$ cat src/rtl/sys_bus_pkg.sv
// Shared types and constants for the system-bus router and its address decoder.
package sys_bus_pkg;

    typedef enum logic {
        StIdle   = 1'b0,
        StRdWait = 1'b1
    } bus_state_t;

    localparam logic RDWR_READ  = 1'b0;
    localparam logic RDWR_WRITE = 1'b1;

    localparam logic [31:0]  DEF_ERR_DATA = 32'hDEAD_BEEF;
    localparam int unsigned  DEF_TAG_W    = 4;

    localparam logic [3:0] TAG_DMEM = 4'h0;
    localparam logic [3:0] TAG_GEMM = 4'h9;

    // Index width that stays legal for a single-slave build.
    function automatic int unsigned idx_width(input int unsigned n);
        return (n > 1) ? $clog2(n) : 1;
    endfunction

endpackage

$ cat src/rtl/sys_bus_decoder.sv
// Combinational tag decoder: matches the top address bits against the tag table and
// returns a one-hot winner, its index and a mapped flag (lowest index wins).
module sys_bus_decoder
    import sys_bus_pkg::*;
#(
    parameter int unsigned                   NUM_SLAVES = 2,
    parameter int unsigned                   TAG_W      = DEF_TAG_W,
    parameter logic [NUM_SLAVES*TAG_W-1:0]   SLAVE_TAGS = {TAG_DMEM, TAG_GEMM},
    localparam int unsigned                  IDX_W      = idx_width(NUM_SLAVES)
) (
    input  logic [31:0]           i_addr,
    output logic [NUM_SLAVES-1:0] o_win,
    output logic [IDX_W-1:0]      o_idx,
    output logic                  o_mapped
);

    logic [TAG_W-1:0]      w_tag;
    logic [NUM_SLAVES-1:0] w_hit;

    assign w_tag = i_addr[31 -: TAG_W];

    // Entry 0 is the leftmost (most significant) field of the tag table.
    always_comb begin
        w_hit = '0;
        for (int i = 0; i < int'(NUM_SLAVES); i++) begin
            w_hit[i] = (w_tag == SLAVE_TAGS[(NUM_SLAVES - 1 - i) * TAG_W +: TAG_W]);
        end
    end

    // Scan from the top so the lowest matching index is the last one written.
    always_comb begin
        o_win    = '0;
        o_idx    = '0;
        o_mapped = |w_hit;
        for (int i = int'(NUM_SLAVES) - 1; i >= 0; i--) begin
            if (w_hit[i]) begin
                o_win    = '0;
                o_win[i] = 1'b1;
                o_idx    = IDX_W'(i);
            end
        end
    end

endmodule

$ cat src/rtl/sys_bus_router.sv
// N-slave data-port router: tag decode, posted writes, stalled variable-latency reads
// with timeout, error responses and a saturating error log.
module sys_bus_router
    import sys_bus_pkg::*;
#(
    parameter int unsigned                 NUM_SLAVES = 2,
    parameter int unsigned                 TAG_W      = DEF_TAG_W,
    parameter logic [NUM_SLAVES*TAG_W-1:0] SLAVE_TAGS = {TAG_DMEM, TAG_GEMM},
    parameter int unsigned                 TIMEOUT    = 64,
    parameter logic [31:0]                 ERR_DATA   = DEF_ERR_DATA
) (
    input  logic                       clk,
    input  logic                       rst,
    input  logic                       m_en,
    input  logic                       m_rdwr,
    input  logic [3:0]                 m_mask,
    input  logic [31:0]                m_addr,
    input  logic [31:0]                m_wr_data,
    output logic [31:0]                m_rd_data,
    output logic                       m_rd_valid,
    output logic                       m_stall,
    output logic [NUM_SLAVES-1:0]      s_en,
    output logic                       s_rdwr,
    output logic [3:0]                 s_mask,
    output logic [31:0]                s_addr,
    output logic [31:0]                s_wr_data,
    input  logic [NUM_SLAVES*32-1:0]   s_rd_data,
    input  logic [NUM_SLAVES-1:0]      s_rd_valid,
    output logic                       bus_err,
    output logic [31:0]                err_addr,
    output logic [7:0]                 err_cnt,
    input  logic                       err_clr
);

    localparam int unsigned     IDX_W    = idx_width(NUM_SLAVES);
    localparam int unsigned     CNT_W    = $clog2(TIMEOUT);
    localparam logic [CNT_W-1:0] CNT_LAST = CNT_W'(TIMEOUT - 1);

    bus_state_t            r_state, w_state_nxt;
    logic [IDX_W-1:0]      r_sel, w_sel_nxt;
    logic [31:0]           r_addr, w_addr_nxt;
    logic [CNT_W-1:0]      r_cnt, w_cnt_nxt;
    logic [31:0]           r_rd_data, w_rd_data_nxt;
    logic                  r_rd_valid, w_rd_valid_nxt;
    logic                  r_bus_err;
    logic [31:0]           r_err_addr;
    logic [7:0]            r_err_cnt;

    logic [NUM_SLAVES-1:0] w_win;
    logic [IDX_W-1:0]      w_idx;
    logic                  w_mapped;
    logic                  w_accept;
    logic                  w_sel_valid;
    logic [31:0]           w_sel_data;
    logic                  w_err;
    logic [31:0]           w_err_addr;

    sys_bus_decoder #(
        .NUM_SLAVES (NUM_SLAVES),
        .TAG_W      (TAG_W),
        .SLAVE_TAGS (SLAVE_TAGS)
    ) u_decoder (
        .i_addr   (m_addr),
        .o_win    (w_win),
        .o_idx    (w_idx),
        .o_mapped (w_mapped)
    );

    assign m_stall     = (r_state == StRdWait);
    assign w_accept    = m_en && !m_stall;
    assign s_en        = w_accept ? w_win : '0;
    assign s_rdwr      = m_rdwr;
    assign s_mask      = m_mask;
    assign s_addr      = {m_addr[31:2], 2'b00};
    assign s_wr_data   = m_wr_data;

    assign w_sel_valid = s_rd_valid[r_sel];
    assign w_sel_data  = s_rd_data[32*r_sel +: 32];

    assign m_rd_data   = r_rd_data;
    assign m_rd_valid  = r_rd_valid;
    assign bus_err     = r_bus_err;
    assign err_addr    = r_err_addr;
    assign err_cnt     = r_err_cnt;

    always_comb begin
        w_state_nxt    = r_state;
        w_sel_nxt      = r_sel;
        w_addr_nxt     = r_addr;
        w_cnt_nxt      = r_cnt;
        w_rd_data_nxt  = r_rd_data;
        w_rd_valid_nxt = 1'b0;
        w_err          = 1'b0;
        w_err_addr     = m_addr;

        unique case (r_state)
            StIdle: begin
                if (w_accept) begin
                    if (!w_mapped) begin
                        w_err      = 1'b1;
                        w_err_addr = m_addr;
                        if (m_rdwr == RDWR_READ) begin
                            w_rd_data_nxt  = ERR_DATA;
                            w_rd_valid_nxt = 1'b1;
                        end
                    end else if (m_rdwr == RDWR_READ) begin
                        w_sel_nxt   = w_idx;
                        w_addr_nxt  = m_addr;
                        w_cnt_nxt   = '0;
                        w_state_nxt = StRdWait;
                    end
                end
            end
            StRdWait: begin
                // A valid arriving on the last counted cycle still wins over the abort.
                if (w_sel_valid) begin
                    w_rd_data_nxt  = w_sel_data;
                    w_rd_valid_nxt = 1'b1;
                    w_state_nxt    = StIdle;
                end else if (r_cnt == CNT_LAST) begin
                    w_rd_data_nxt  = ERR_DATA;
                    w_rd_valid_nxt = 1'b1;
                    w_err          = 1'b1;
                    w_err_addr     = r_addr;
                    w_state_nxt    = StIdle;
                end else begin
                    w_cnt_nxt = r_cnt + 1'b1;
                end
            end
            default: w_state_nxt = StIdle;
        endcase
    end

    always_ff @(posedge clk or negedge rst) begin
        if (!rst) begin
            r_state    <= StIdle;
            r_sel      <= '0;
            r_addr     <= '0;
            r_cnt      <= '0;
            r_rd_data  <= '0;
            r_rd_valid <= 1'b0;
        end else begin
            r_state    <= w_state_nxt;
            r_sel      <= w_sel_nxt;
            r_addr     <= w_addr_nxt;
            r_cnt      <= w_cnt_nxt;
            r_rd_data  <= w_rd_data_nxt;
            r_rd_valid <= w_rd_valid_nxt;
        end
    end

    // Clear wins over a coincident error, but the error still pulses bus_err.
    always_ff @(posedge clk or negedge rst) begin
        if (!rst) begin
            r_bus_err  <= 1'b0;
            r_err_addr <= '0;
            r_err_cnt  <= '0;
        end else begin
            r_bus_err <= w_err;
            if (err_clr) begin
                r_err_addr <= '0;
                r_err_cnt  <= '0;
            end else if (w_err) begin
                r_err_addr <= w_err_addr;
                if (r_err_cnt != 8'hFF) begin
                    r_err_cnt <= r_err_cnt + 8'd1;
                end
            end
        end
    end

endmodule

$ cat config.mk
export PLATFORM = sky130hd
export DESIGN_NAME = sys_bus_router
export DESIGN_NICKNAME = d
export VERILOG_FILES = /design/src/rtl/sys_bus_pkg.sv /design/src/rtl/sys_bus_decoder.sv /design/src/rtl/sys_bus_router.sv
export SDC_FILE = /design/constraint.sdc
export NUM_CORES = 1
export LEC_CHECK = 0
export ABC_CLOCK_PERIOD_IN_PS = 2500
export BUFFER_PORTS_ARGS = -buffer_cell sky130_fd_sc_hd__buf_2
export CORE_ASPECT_RATIO = 2
export CORE_MARGIN = 2
export CORE_UTILIZATION = 40
export CTS_CLUSTER_SIZE = 24
export DETAILED_ROUTE_END_ITERATION = 8
export PLACE_DENSITY = 0.71
export SLEW_MARGIN = 10
export SYNTH_ARGS = -nofsm -noshare
export SYNTH_HDL_FRONTEND = slang
export SYNTH_SLANG_ARGS = --single-unit
export TNS_END_PERCENT = 1
$ cat constraint.sdc
create_clock -name clk -period 2.5 [get_ports clk]
set_input_delay 0.5 -clock clk [delete_from_list [all_inputs] [get_ports clk]]
set_output_delay 0.5 -clock clk [all_outputs]
set_load 0.01 [all_outputs]
Word-level counts from Yosys, hierarchy flattened
Cells that the tools add are included.

storage, ports and cells
  flip-flop bits (word level) = 114
  latch bits = 0
  memory bits (writable) = 0
  bits in read-only memories = 0
  bits of input ports = 139
  output and inout bits = 146
  logic and storage cells = 77
  memories = 0

operators by class
  add/subtract/negate cells = 2
  multiply operators = 0
  divide/modulo/power cells = 0
  order comparisons = 1
  equality and inequality tests = 10
  shift operators = 1
  muxes and demuxes = 42
  bitwise gates (word level) = 2
  reduce and logical (&&, ||, !) cells = 10

operator list
  operator             number
  $mux 32              9
  $pmux 32 s2          2
  $shiftx 64x7->32     1
  $mux 6               5
  $mux 8               3
  $mux 1               16
  $ne 2x2->1 const B   6
  $pmux 6 s2           1
  $add 8x1->8 const B  1
  $ne 8x8->1 const B   1
  $reduce_and 4->1     2
  $add 6x1->6 const B  1
  $eq 6x6->1 const B   1
  $mux 2               3
  $pmux 1 s2           3
  $reduce_and 5->1     1
  $eq 4x4->1 const B   1
  $logic_not 4->1      1
  $reduce_bool 2->1    2
  $ne 3x1->1 const B   1
  $lt 1x2->1 const B   1
  $not 1->1            2
  $reduce_and 2->1     1
  $reduce_or 2->1      1
  2 further kinds      2

Depth between registers and ports, before layout
Gate-level depths: netlist of the first run.

  depth after elaboration = 7
  gate-level depth with buffers = 8
  gate-level depth less buffers = 6

Cells and area by module
Synthesis of the first run repeated with hierarchy kept, for this count alone.

unflattened totals
  cells, all modules = 568
  area total of the unflattened synthesis = 5821.8 µm²

by module, submodules not included
  module           times used  cells each  area an instance (µm²)  seq. area each (µm²)
  sys_bus_router   1           562         5774.3                  2852.7
  sys_bus_decoder  1           6           47.5                    0.0

Worst setup path before layout of the first run
OpenSTA, ideal clock, no wires.

  path kind = reg-to-reg
  start = reg r_cnt[0]
  end = reg r_err_cnt[7], in the netlist err_cnt[7]
  library setup time = 0.125 ns
  arrival time = 1.911 ns
  required time = 2.375 ns
  path slack = 0.464 ns
  cell stages (with the launch flop) = 8
  path buffers = 2
  clock period less this slack = 2.036 ns
  path through = dfrtp_1 -> ha_1 -> nand3_1 -> or4b_1 -> buf_2 -> buf_6 -> a21oi_1 -> mux2_2

on the way
  longest elaborated chain between the ends = 6

RTL lines
  item                         RTL line               source
  start: declaration           sys_bus_router.sv:42   logic [CNT_W-1:0] r_cnt, w_cnt_nxt;
  start signal: assignment     sys_bus_router.sv:146  r_cnt <= w_cnt_nxt;
  $eq 6x6->1                   sys_bus_router.sv:120  end else if (r_cnt == CNT_LAST) begin
  $mux 1                       sys_bus_router.sv:120
  $mux 1                       sys_bus_router.sv:116  if (w_sel_valid) begin
  $pmux 1 s2                   sys_bus_router.sv:96   unique case (r_state)
  $reduce_bool 2->1 (no line)  --
  $reduce_and 2->1 (no line)   --
  end signal: assignment       sys_bus_router.sv:166  r_err_cnt <= r_err_cnt + 8'd1;
  end: declaration             sys_bus_router.sv:47   logic [7:0] r_err_cnt;

No other way between the ends.
A chain may end at the register's enable or synchronous reset.

Final worst setup path of the first run
  start = reg r_state, in the netlist m_stall
  end = out s_en[0]

on the way
  longest elaborated chain between the ends = 3

RTL lines
  item                      RTL line               source
  start: declaration        sys_bus_router.sv:39   bus_state_t r_state, w_state_nxt;
  start signal: assignment  sys_bus_router.sv:136  r_state <= StIdle;
  start signal: assignment  sys_bus_router.sv:143  r_state <= w_state_nxt;
  $logic_not 1->1           sys_bus_router.sv:70   assign w_accept = m_en && !m_stall;
  $logic_and 1x1->1         sys_bus_router.sv:70
  $mux 2                    sys_bus_router.sv:71   assign s_en = w_accept ? w_win : '0;
  end: declaration          sys_bus_router.sv:22   output logic [NUM_SLAVES-1:0] s_en,

No other way between the ends.

==> metrics.md, run 1 <==
| Metric | Value |
|---|---|
| Distinct cells, synth | 37 |
| DRC viols | 0 |
| Psw | 0.00149 W |
| Final ANT Viol Nets | 0 |
| Leakage Power | 3.72 nW |
| Combinational fraction of design power | 0.157 |
| Core area | 13900 µm² |
| Number of global-route vias before repair | 4688 |
| Synthesis warning total | 0 |
| Final worst path period share | 0.969 |
| H-tree Lvls | 4 |
| # diodes | 0 |
| Min Clock Period, post-route | 2.42 ns |
| Startpoint types | flop |
| Initial antenna violation count | 0 |
| Status | complete, no violations |
| Sequential-to-total area share from yosys stat | 0.502 |
| Fraction of synthesized area in multiplexers | 0.134 |
| Max stage delay on crit path | 0.66 ns |
| Remaining global-route overflow | 0 |
| Die height | 173 µm |
| 1st-iter DRT viols | 146 |
| Tot Pwr | 0.00558 W |
| WL/cell | 18.5 µm |
| Synth Area in XOR/XNOR | 0.00308 |
| CP endpoint kind | output pin |
| Unrepaired setup endpoints after global routing | no |
| Ports | 285 |
| R2r setup slk | 0.14 ns |
| Top layer in use | met4 |
| Max-slew violations | 0 |
| Post-synth EDFFs | 0 |
| Fmax | 413 MHz |
| Cell Rows | 61 |
| Share of layout cells above drive strength 1 | 0.402 |
| Post-synthesis async set-or-reset flop share | 1.00 |
| Final setup fails | 0 |
| Final setup skew | 0.00994 ns |
| Hold crit path type | primary input to async pin |
| Switch share | 0.268 |
| Highest-count cells in the layout ignoring fill and taps | buf_2, dfrtp_1, nand2_1, mux2i_1, o2bb2ai_1 |
| Metal2 WL | 8.51 mm |
| First-pass GRT wire length | 24.7 mm |
| Slew @ Worst Pin | 0.612 ns |
| Die Span X | 88.3 µm |
| GP Congestion | 0.816 |
| Clock-pin slew of the registers on the worst-case setup and hold paths | 0.06 ns |
| CP max FO | 7 |
| Met3 WL post-DR | 1.23 mm |
| Worst reg2reg path endpoint | err_cnt[5] |
| Fin Setup TNS | 0 ns |
| Pre-Repair DR Iteration Count | 4 |
| CTS Buffer Depth | 2 |
| Final hold viol count | 0 |
| Adder-cell share of the synthesized area | 0.00440 |
| P&R area growth vs syn | 24.8% |
| Syn Area/Cell | 10.8 µm² |
| Maximum VDD drop | 0.000494 V |
| Clock Sinks | 114 |
| Die area | 15200 µm² |
| Simple-Gate Fraction of Synth Area | 0.106 |
| Initial Util | 0.409 |
| Dpl cells | 841 |
| R2r startpoint | r_cnt[0] |
| Critical-path top delay cell | or4b_1 |
| Reg power frac | 0.396 |
| Via/cell ratio | 5.06 |
| Post-DP HPWL | 12.1 mm |
| Clock latency on the worst-skew pair | 0.41 ns |
| Wl on met1 | 5.28 mm |
| Largest family of logic cells by synthesized area | multiplexers |
| Clock share of power | 0.447 |
| Syn Inst Count | 525 |
| Total GRT Usage | 0.215 |
| Pwr Density | 787 nW/µm² |
| Worst Setup SP | m_stall |
| Routed vias | 4414 |
| Post-route insts no fill | 873 |
| Critical setup path kind | flop to output pin |
| Slew headroom | 0.590 |
| Synth Flop Type | dfrtp_1 |
| Complex-gate fraction of the synthesized area | 0.125 |
| Hold Slack | 0.155 ns |
| Crit path cell chain | or4b_1, nor3_2, buf_2 |
| Critical Path AT | 1.92 ns |
| Routed wire length | 16.2 mm |
| Commonest non-fill, non-tap cell in the layout | buf_2 |
| Internal power | 0.00409 W |
| Nets | 812 |
| Setup crit end | s_en[0] |
| Critical Path RT | 2.00 ns |
| FF-to-FF path depth | 6 |
| Clock tree from TritonCTS | done |
| Root buf cell | clkbuf_16 |
| FF+latch count, synth | 114 |
| Max Cap Viol | 0 |
| Pin count of the biggest net entering global routing | 115 |
| Port Buffers | 210 |
| Post-Syn Area | 5680 µm² |
| Total CTS buffers | 17 |
-- power groups by stage --
| stage | combinational (W) | sequential, W | clock, W |
|---|---|---|---|
| 2_1_floorplan | 0.000574 | 0.00226 | 0 |
| 3_3_place_gp | 0.000855 | 0.00223 | 0 |
| 3_5_place_dp | 0.000889 | 0.00224 | 0 |
| 4_1_cts | 0.000889 | 0.00221 | 0.00256 |
| 5_1_grt | 0.000974 | 0.00224 | 0.00265 |
| 6_report | 0.000876 | 0.00221 | 0.00249 |
-- flip-flops by register name, summed over array words and instances (netlist names), 6 cells and up --
register	cells
err_addr	32
err_cnt	8
m_rd_data	32
r_addr	32
r_cnt	6
-- worst max-delay path, delay by kind of cell (launching register included) --
kind	cells	cell delay [ns]
simple gates	2	0.88
flops	1	0.46
buf+inv	1	0.19
-- area by class of cell --
cell class / count / area [µm²]
Clock buffer: 18 / 439
Fill cell: 1311 / 6800
Tap cell: 189 / 236
Clock inverter: 14 / 179
Timing Repair Buffer: 226 / 1220
Multi-Input combinational cell: 308 / 2140
Sequential cell: 114 / 2850
Inverter: 4 / 15.0
-- logic make-up after synthesis --
kind of cell	after synthesis
simple gates	140
other cells	1
xor+xnor	2
flops	114
compound gates	88
mux	74
buf+inv	104
fa+ha+maj	2
-- stage by stage --
| step | cell area (µm²) | setup WS, ns | util |
|---|---|---|---|
| after CTS | 7080 | -0.00745 | 0.510 |
| after global routing | 7090 | 0.0155 | 0.511 |
| after detailed placement | 6470 | 0.0746 | 0.466 |
| final | 7090 | 0.0763 | 0.511 |
| after global placement | 6470 | 0.0510 | 0.466 |
| after floorplan | 5690 | 0.464 | - |
-- cell usage after synthesis (2+ instances only) --
library cell | instances | area (µm²)
and2_1 | 3 | 18.8
nand3_1 | 7 | 35.0
or3_1 | 3 | 18.8
nand2b_1 | 3 | 18.8
buf_6 | 5 | 56.3
ha_1 | 2 | 25.0
mux2i_1 | 65 | 651
nand4_1 | 2 | 12.5
nor2b_1 | 6 | 37.5
nand2_1 | 97 | 364
o2bb2ai_1 | 39 | 342
dfrtp_1 | 114 | 2850
nor3_1 | 3 | 15.0
clkbuf_1 | 10 | 37.5
or4b_1 | 2 | 20.0
o21ai_0 | 7 | 35.0
inv_1 | 3 | 11.3
a2bb2oi_1 | 24 | 210
and3_1 | 2 | 12.5
a21oi_1 | 10 | 50.1
o211ai_1 | 2 | 15.0
buf_1 | 2 | 7.51
xor2_1 | 2 | 17.5
buf_4 | 71 | 533
mux2_2 | 8 | 90.1
nor2_1 | 11 | 41.3
buf_2 | 12 | 60.1
-- per-layer routing --
metal | track usage | vias to the layer above
met5 | 0 | -
met4 | 0.154 | 0
met3 | 0.0635 | 65
met2 | 0.372 | 164
met1 | 0.207 | 2125
li1 | - | 2060
-- how the worst min path moves through the flow --
stage,startpoint,end,slack (ns),cells past startpoint
2_1_floorplan,rst,bus_err,0.20,0
5_1_grt,rst,err_addr[24],0.23,2
3_5_place_dp,r_addr[4],r_addr[4],0.46,2
3_3_place_gp,r_addr[21],r_addr[21],0.46,2
6_report,rst,err_addr[26],0.15,2
4_1_cts,rst,err_cnt[2],0.20,2
-- repair_timing --
item,in CTS,in global routing
hold buffers,0,0
resized for setup,0,2
endpoints found under the setup margin,2,2
setup buffers,0,0
Power figures use the tool's default switching activity.
==> inputs of run 2 (changes only) <==
--- a/config.mk
+++ b/config.mk
@@ -9,10 +9,9 @@
 export BUFFER_PORTS_ARGS = -buffer_cell sky130_fd_sc_hd__buf_2
 export CORE_ASPECT_RATIO = 2
 export CORE_MARGIN = 2
-export CORE_UTILIZATION = 40
+export CORE_UTILIZATION = 30
 export CTS_CLUSTER_SIZE = 24
 export DETAILED_ROUTE_END_ITERATION = 8
-export PLACE_DENSITY = 0.71
 export SLEW_MARGIN = 10
 export SYNTH_ARGS = -nofsm -noshare
 export SYNTH_HDL_FRONTEND = slang
==> metrics.md, run 2 (synthesis results as in run 1) <==
| Metric | Value |
|---|---|
| Port Buffers | 210 (unchanged) |
| Root buf cell | clkbuf_16 |
| Max-slew violations | 0 (unchanged) |
| Clock tree from TritonCTS | done |
| Commonest non-fill, non-tap cell in the layout | buf_2 |
| FILL cells | 1892 (+44%) |
| Number of global-route vias before repair | 4248 (-9.4%) |
| R2r setup slk | 0.15 ns (about the same) |
| DRC viols | 0 (unchanged) |
| Critical-path top delay cell | or4b_1 |
| Nets | 811 (-0.12%) |
| Final setup fails | 0 (unchanged) |
| Max Cap Viol | 0 (unchanged) |
| Final worst path period share | 0.951 (-0.0183) |
| Min Clock Period, post-route | 2.38 ns (-0.0459 ns) |
| Critical setup path kind | flop to output pin |
| Maximum VDD drop | 0.000552 V (+12%) |
| Fin area | 7160 µm² (+0.90%) |
| Final hold viol count | 0 (unchanged) |
| Highest-count cells in the layout ignoring fill and taps | buf_2, dfrtp_1, nand2_1, mux2i_1, o2bb2ai_1 |
| Unrepaired setup endpoints after global routing | no |
| Routed vias | 4291 (-2.8%) |
| First-pass GRT wire length | 23.3 mm (-5.6%) |
| Die area | 20100 µm² (+32%) |
| Pre-Repair DR Iteration Count | 6 (+2) |
| Total CTS buffers | 17 (unchanged) |
| FF-to-FF path depth | 5 (-1) |
| R2r startpoint | r_cnt[0] |
| Pin count of the biggest net entering global routing | 115 (unchanged) |
| Cell family with most CP delay | simple AND/OR/NAND/NOR gates |
| Post-DP HPWL | 11.3 mm (-7.0%) |
| Fin Setup TNS | 0 ns (unchanged) |
| GP Congestion | 0.760 (-6.8%) |
| H-tree Lvls | 4 (unchanged) |
| Cts repair resizes | 0 (unchanged) |
| Setup Buffers After CTS | 0 (unchanged) |
| Seq. cell area | 2850 µm² (unchanged) |
| Tot Pwr | 0.00572 W (+2.5%) |
| Hold Slack | 0.174 ns (+0.0188 ns) |
| CTS Buffer Depth | 2 (unchanged) |
| Buf+Inv Stages, Crit Path | 2 (+1) |
| Remaining global-route overflow | 0 (unchanged) |
| 1st-iter DRT viols | 117 (-20%) |
| P&R area growth vs syn | 25.9% |
| Final WS setup | 0.122 ns (+0.0459 ns) |
| Cell Rows | 71 (+16%) |
| Critical Path RT | 2.00 ns (about the same) |
| CP endpoint kind | output pin |
| Slew headroom | 0.338 (-0.253) |
| Clock latency on the worst-skew pair | 0.41 ns (about the same) |
| Core area | 18700 µm² (+34%) |
| Multi-input gate area | 2140 µm² (-0.23%) |
| Total GRT Usage | 0.156 (-0.0595) |
| Hold Buf Count CTS | 0 (unchanged) |
| Via/cell ratio | 4.76 (-5.9%) |
| Startpoint types | flop |
| Die Span X | 101 µm (+15%) |
| Fmax | 421 MHz (+1.9%) |
| Clock Sinks | 114 (unchanged) |
| Area after DPL | 6510 µm² (+0.70%) |
| Crit path cell chain | buf_4, or4b_1, nor3_1, buf_2 |
| Routed wire length | 15.6 mm (-3.3%) |
| Leakage Power | 3.74 nW (+0.37%) |
| Ports | 285 (unchanged) |
| Hold crit path type | primary input to async pin |
| Critical Path AT | 1.88 ns (-0.04 ns) |
| Worst reg2reg path endpoint | err_cnt[4] |
| Initial antenna violation count | 0 (unchanged) |
| # diodes | 0 (unchanged) |
| Pwr Density | 800 nW/µm² (+1.6%) |
| Max stage delay on crit path | 0.61 ns (-0.05 ns) |
| CP max FO | 6 (-1) |
| WL/cell | 17.3 µm (-6.4%) |
| Slew @ Worst Pin | 0.992 ns (+0.381 ns) |
| Worst slack at placement | 0.0841 ns (+0.00952 ns) |
| Die height | 199 µm (+15%) |
| Share of layout cells above drive strength 1 | 0.395 (-0.00673) |
| Final ANT Viol Nets | 0 (unchanged) |
| Status | complete, no violations |
| Initial Util | 0.305 (-0.104) |
| Final setup skew | 0.00799 ns (-0.00195 ns) |
| Clock-pin slew of the registers on the worst-case setup and hold paths | 0.05 ns (about the same) |
[run 2: power by group]
| part | internal [W] | switching, W | total, W |
|---|---|---|---|
| clock | 0.00182 | 0.000838 | 0.00265 |
| combinational | 0.000403 | 0.000459 | 0.000862 |
| sequential | 0.00208 | 0.000130 | 0.00221 |
| total | 0.00430 | 0.00143 | 0.00572 |
[run 2: per-layer routing]
layer  vias up  GRT usage  routed length (µm)
li1       2057          -                   -
met1      2049      0.154                5430
met2       136      0.273                8310
met3        49     0.0358                 851
met4         0      0.119                1050
met5         -          0                   0
[run 2: area by class of cell]
class | count | area share
multi-input cells | 308 | 0.299
clock buffers | 22 | 0.0649
repair buffers | 225 | 0.172
inverters | 4 | 0.00210
well taps | 219 | 0.0383
flip-flops and latches | 114 | 0.399
clock inverters | 10 | 0.0252
[run 2: worst max-delay path by stage]
stage / from / endpoint / slack (ns) / depth (start not counted)
after floorplan: r_cnt[0] / err_cnt[7] / 0.46 / 7
after global placement: s_rd_valid[0] / err_addr[14] / 0.10 / 6
after detailed placement: s_rd_valid[0] / err_addr[16] / 0.08 / 6
after CTS: m_stall / s_en[0] / 0.07 / 4
after global routing: r_cnt[0] / err_cnt[4] / 0.008 / 5
final: m_stall / s_en[0] / 0.12 / 4
[run 2: metrics by stage]
| stage | utilization | instances |
|---|---|---|
| floorplan | - | 526 |
| global placement | 0.349 | 870 |
| detailed placement | 0.349 | 870 |
| CTS | 0.384 | 902 |
| global route | 0.384 | 902 |
| finish | 0.384 | 902 |
==> inputs of run 3 (changes only) <==
--- a/config.mk
+++ b/config.mk
@@ -10,8 +10,10 @@
 export CORE_ASPECT_RATIO = 2
 export CORE_MARGIN = 2
 export CORE_UTILIZATION = 30
+export CTS_CLUSTER_DIAMETER = 50
 export CTS_CLUSTER_SIZE = 24
 export DETAILED_ROUTE_END_ITERATION = 8
+export RECOVER_POWER = 50
 export SLEW_MARGIN = 10
 export SYNTH_ARGS = -nofsm -noshare
 export SYNTH_HDL_FRONTEND = slang
==> metrics.md, run 3 (synthesis results as in run 1) <==
| Metric | Value |
|---|---|
| Pre-Repair DR Iteration Count | 6 (unchanged) |
| Die Span X | 101 µm (unchanged) |
| Cts repair resizes | 0 (unchanged) |
| Startpoint types | flop |
| DRC viols | 0 (unchanged) |
| Ports | 285 (unchanged) |
| WL/cell | 17.3 µm (-0.36%) |
| Fin area | 7100 µm² (-0.79%) |
| Cell Rows | 71 (unchanged) |
| Failing checks | max-capacitance violations, max-slew violations |
| Final setup skew | 0.00813 ns (+0.000135 ns) |
| Max stage delay on crit path | 0.61 ns (about the same) |
| Commonest non-fill, non-tap cell in the layout | buf_2 |
| Hold Slack | 0.308 ns (+0.134 ns) |
| Port Buffers | 210 (unchanged) |
| Initial antenna violation count | 0 (unchanged) |
| CP max FO | 6 (unchanged) |
| Critical Path AT | 1.88 ns (about the same) |
| Hold crit path type | primary input to flop |
| Critical-path top delay cell | or4b_1 |
| Total CTS buffers | 17 (unchanged) |
| Pwr Density | 805 nW/µm² (+0.62%) |
| Unrepaired setup endpoints after global routing | no |
| Maximum VDD drop | 0.000552 V (about the same) |
| Final hold viol count | 0 (unchanged) |
| Core area | 18700 µm² (unchanged) |
| Final setup fails | 0 (unchanged) |
| Worst reg2reg path endpoint | err_cnt[4] |
| Routed wire length | 15.6 mm (-0.36%) |
| Number of global-route vias before repair | 4248 (unchanged) |
| Die area | 20100 µm² (unchanged) |
| Clock Sinks | 114 (unchanged) |
| Fin Setup TNS | 0 ns (unchanged) |
| Slew headroom | -0.0611 (-0.399) |
| Die height | 199 µm (unchanged) |
| First-pass GRT wire length | 23.3 mm (unchanged) |
| Dpl cells | 870 (unchanged) |
| Hold path start | m_addr[1] |
| Highest-count cells in the layout ignoring fill and taps | buf_2, dfrtp_1, nand2_1, mux2i_1, o2bb2ai_1 |
| Leakage Power | 3.64 nW (-2.7%) |
| Final ANT Viol Nets | 0 (unchanged) |
| Min Clock Period, post-route | 2.38 ns (-0.000787 ns) |
| Post-DP HPWL | 11.3 mm (unchanged) |
| Remaining global-route overflow | 0 (unchanged) |
| Critical setup path kind | flop to output pin |
| P&R area growth vs syn | 24.9% |
| Fmax | 421 MHz (about the same) |
| Initial Util | 0.305 (unchanged) |
| Min-Delay Path Depth | 3 |
| Max-slew violations | 115 (+115) |
| Root buf cell | clkbuf_16 |
| Critical Path RT | 2.00 ns (about the same) |
| # diodes | 0 (unchanged) |
| Setup Buffers After CTS | 0 (unchanged) |
| R2r setup slk | 0.15 ns (about the same) |
| Area after DPL | 6510 µm² (unchanged) |
| Max Cap Viol | 1 (+1) |
| Hold Buf Count CTS | 0 (unchanged) |
| CTS Buffer Depth | 2 (unchanged) |
| Total GRT Usage | 0.156 (unchanged) |
| Pin count of the biggest net entering global routing | 115 (unchanged) |
| CP endpoint kind | output pin |
| WHS Endpoint | r_addr[1] |
| Routed vias | 4291 (unchanged) |
| FF-to-FF path depth | 5 (unchanged) |
| Status | complete, but fails checks |
| Slew @ Worst Pin | 1.59 ns (+0.599 ns) |
| Post-route insts no fill | 902 (unchanged) |
| GP Congestion | 0.760 (unchanged) |
| Clock-pin slew of the registers on the worst-case setup and hold paths | 0.05 ns (about the same) |
| Final worst path period share | 0.951 (about the same) |
| Nets | 811 (unchanged) |
| Via/cell ratio | 4.76 (unchanged) |
| 1st-iter DRT viols | 115 (-1.7%) |
| R2r startpoint | r_cnt[0] |
| Share of layout cells above drive strength 1 | 0.344 (-0.0512) |
| Clock tree from TritonCTS | done |
| H-tree Lvls | 4 (unchanged) |
| Clock latency on the worst-skew pair | 0.41 ns (about the same) |
| Crit path cell chain | buf_4, or4b_1, nor3_1, buf_2 |
## run 3: layout make-up
cell class	count	area [µm²]
sequential	114	2850
tap	219	274
clock buffer	22	464
multi-input combinational	308	2140
timing repair buffer	225	1170
clock inverter	10	180
inverter	4	15.0
fill	1906	11600
## run 3: metal layers
layer	routed length (µm)	share of wire	vias to the layer above	global-route usage
li1	-	-	2055	-
met1	5370	0.34	2054	0.154
met2	8350	0.54	135	0.273
met3	839	0.054	47	0.0358
met4	1040	0.067	0	0.119
met5	0	0	-	0
## run 3: how the worst max path moves through the flow
stage                       start      endpoint  slack (ns)  cells after the start
global route             r_cnt[0]    err_cnt[4]       0.008                      5
global placement    s_rd_valid[0]  err_addr[14]        0.10                      6
CTS                       m_stall       s_en[0]        0.07                      4
floorplan                r_cnt[0]    err_cnt[7]        0.46                      7
detailed placement  s_rd_valid[0]  err_addr[16]        0.08                      6
finish                    m_stall       s_en[0]        0.12                      4
## run 3: per-stage QoR
stage | power [W] | utilization | setup slack (ns)
2_1_floorplan | 0.00283 | - | 0.464
3_3_place_gp | 0.00310 | 0.349 | 0.100
3_5_place_dp | 0.00312 | 0.349 | 0.0841
4_1_cts | 0.00583 | 0.384 | 0.0734
5_1_grt | 0.00601 | 0.381 | 0.00796
6_report | 0.00571 | 0.381 | 0.123
## run 3: worst max-delay path, delay by kind of cell, from the launching register on
family / cells / cell delay, ns
AND/OR/NAND/NOR: 2 / 0.78
buffers and inverters: 2 / 0.32
flip-flops: 1 / 0.37
## run 3: report_power, final
group	internal (W)	switching (W)
Sequential	0.00208	0.000130
Clock	0.00182	0.000839
Combinational	0.000392	0.000459
Total	0.00429	0.00143
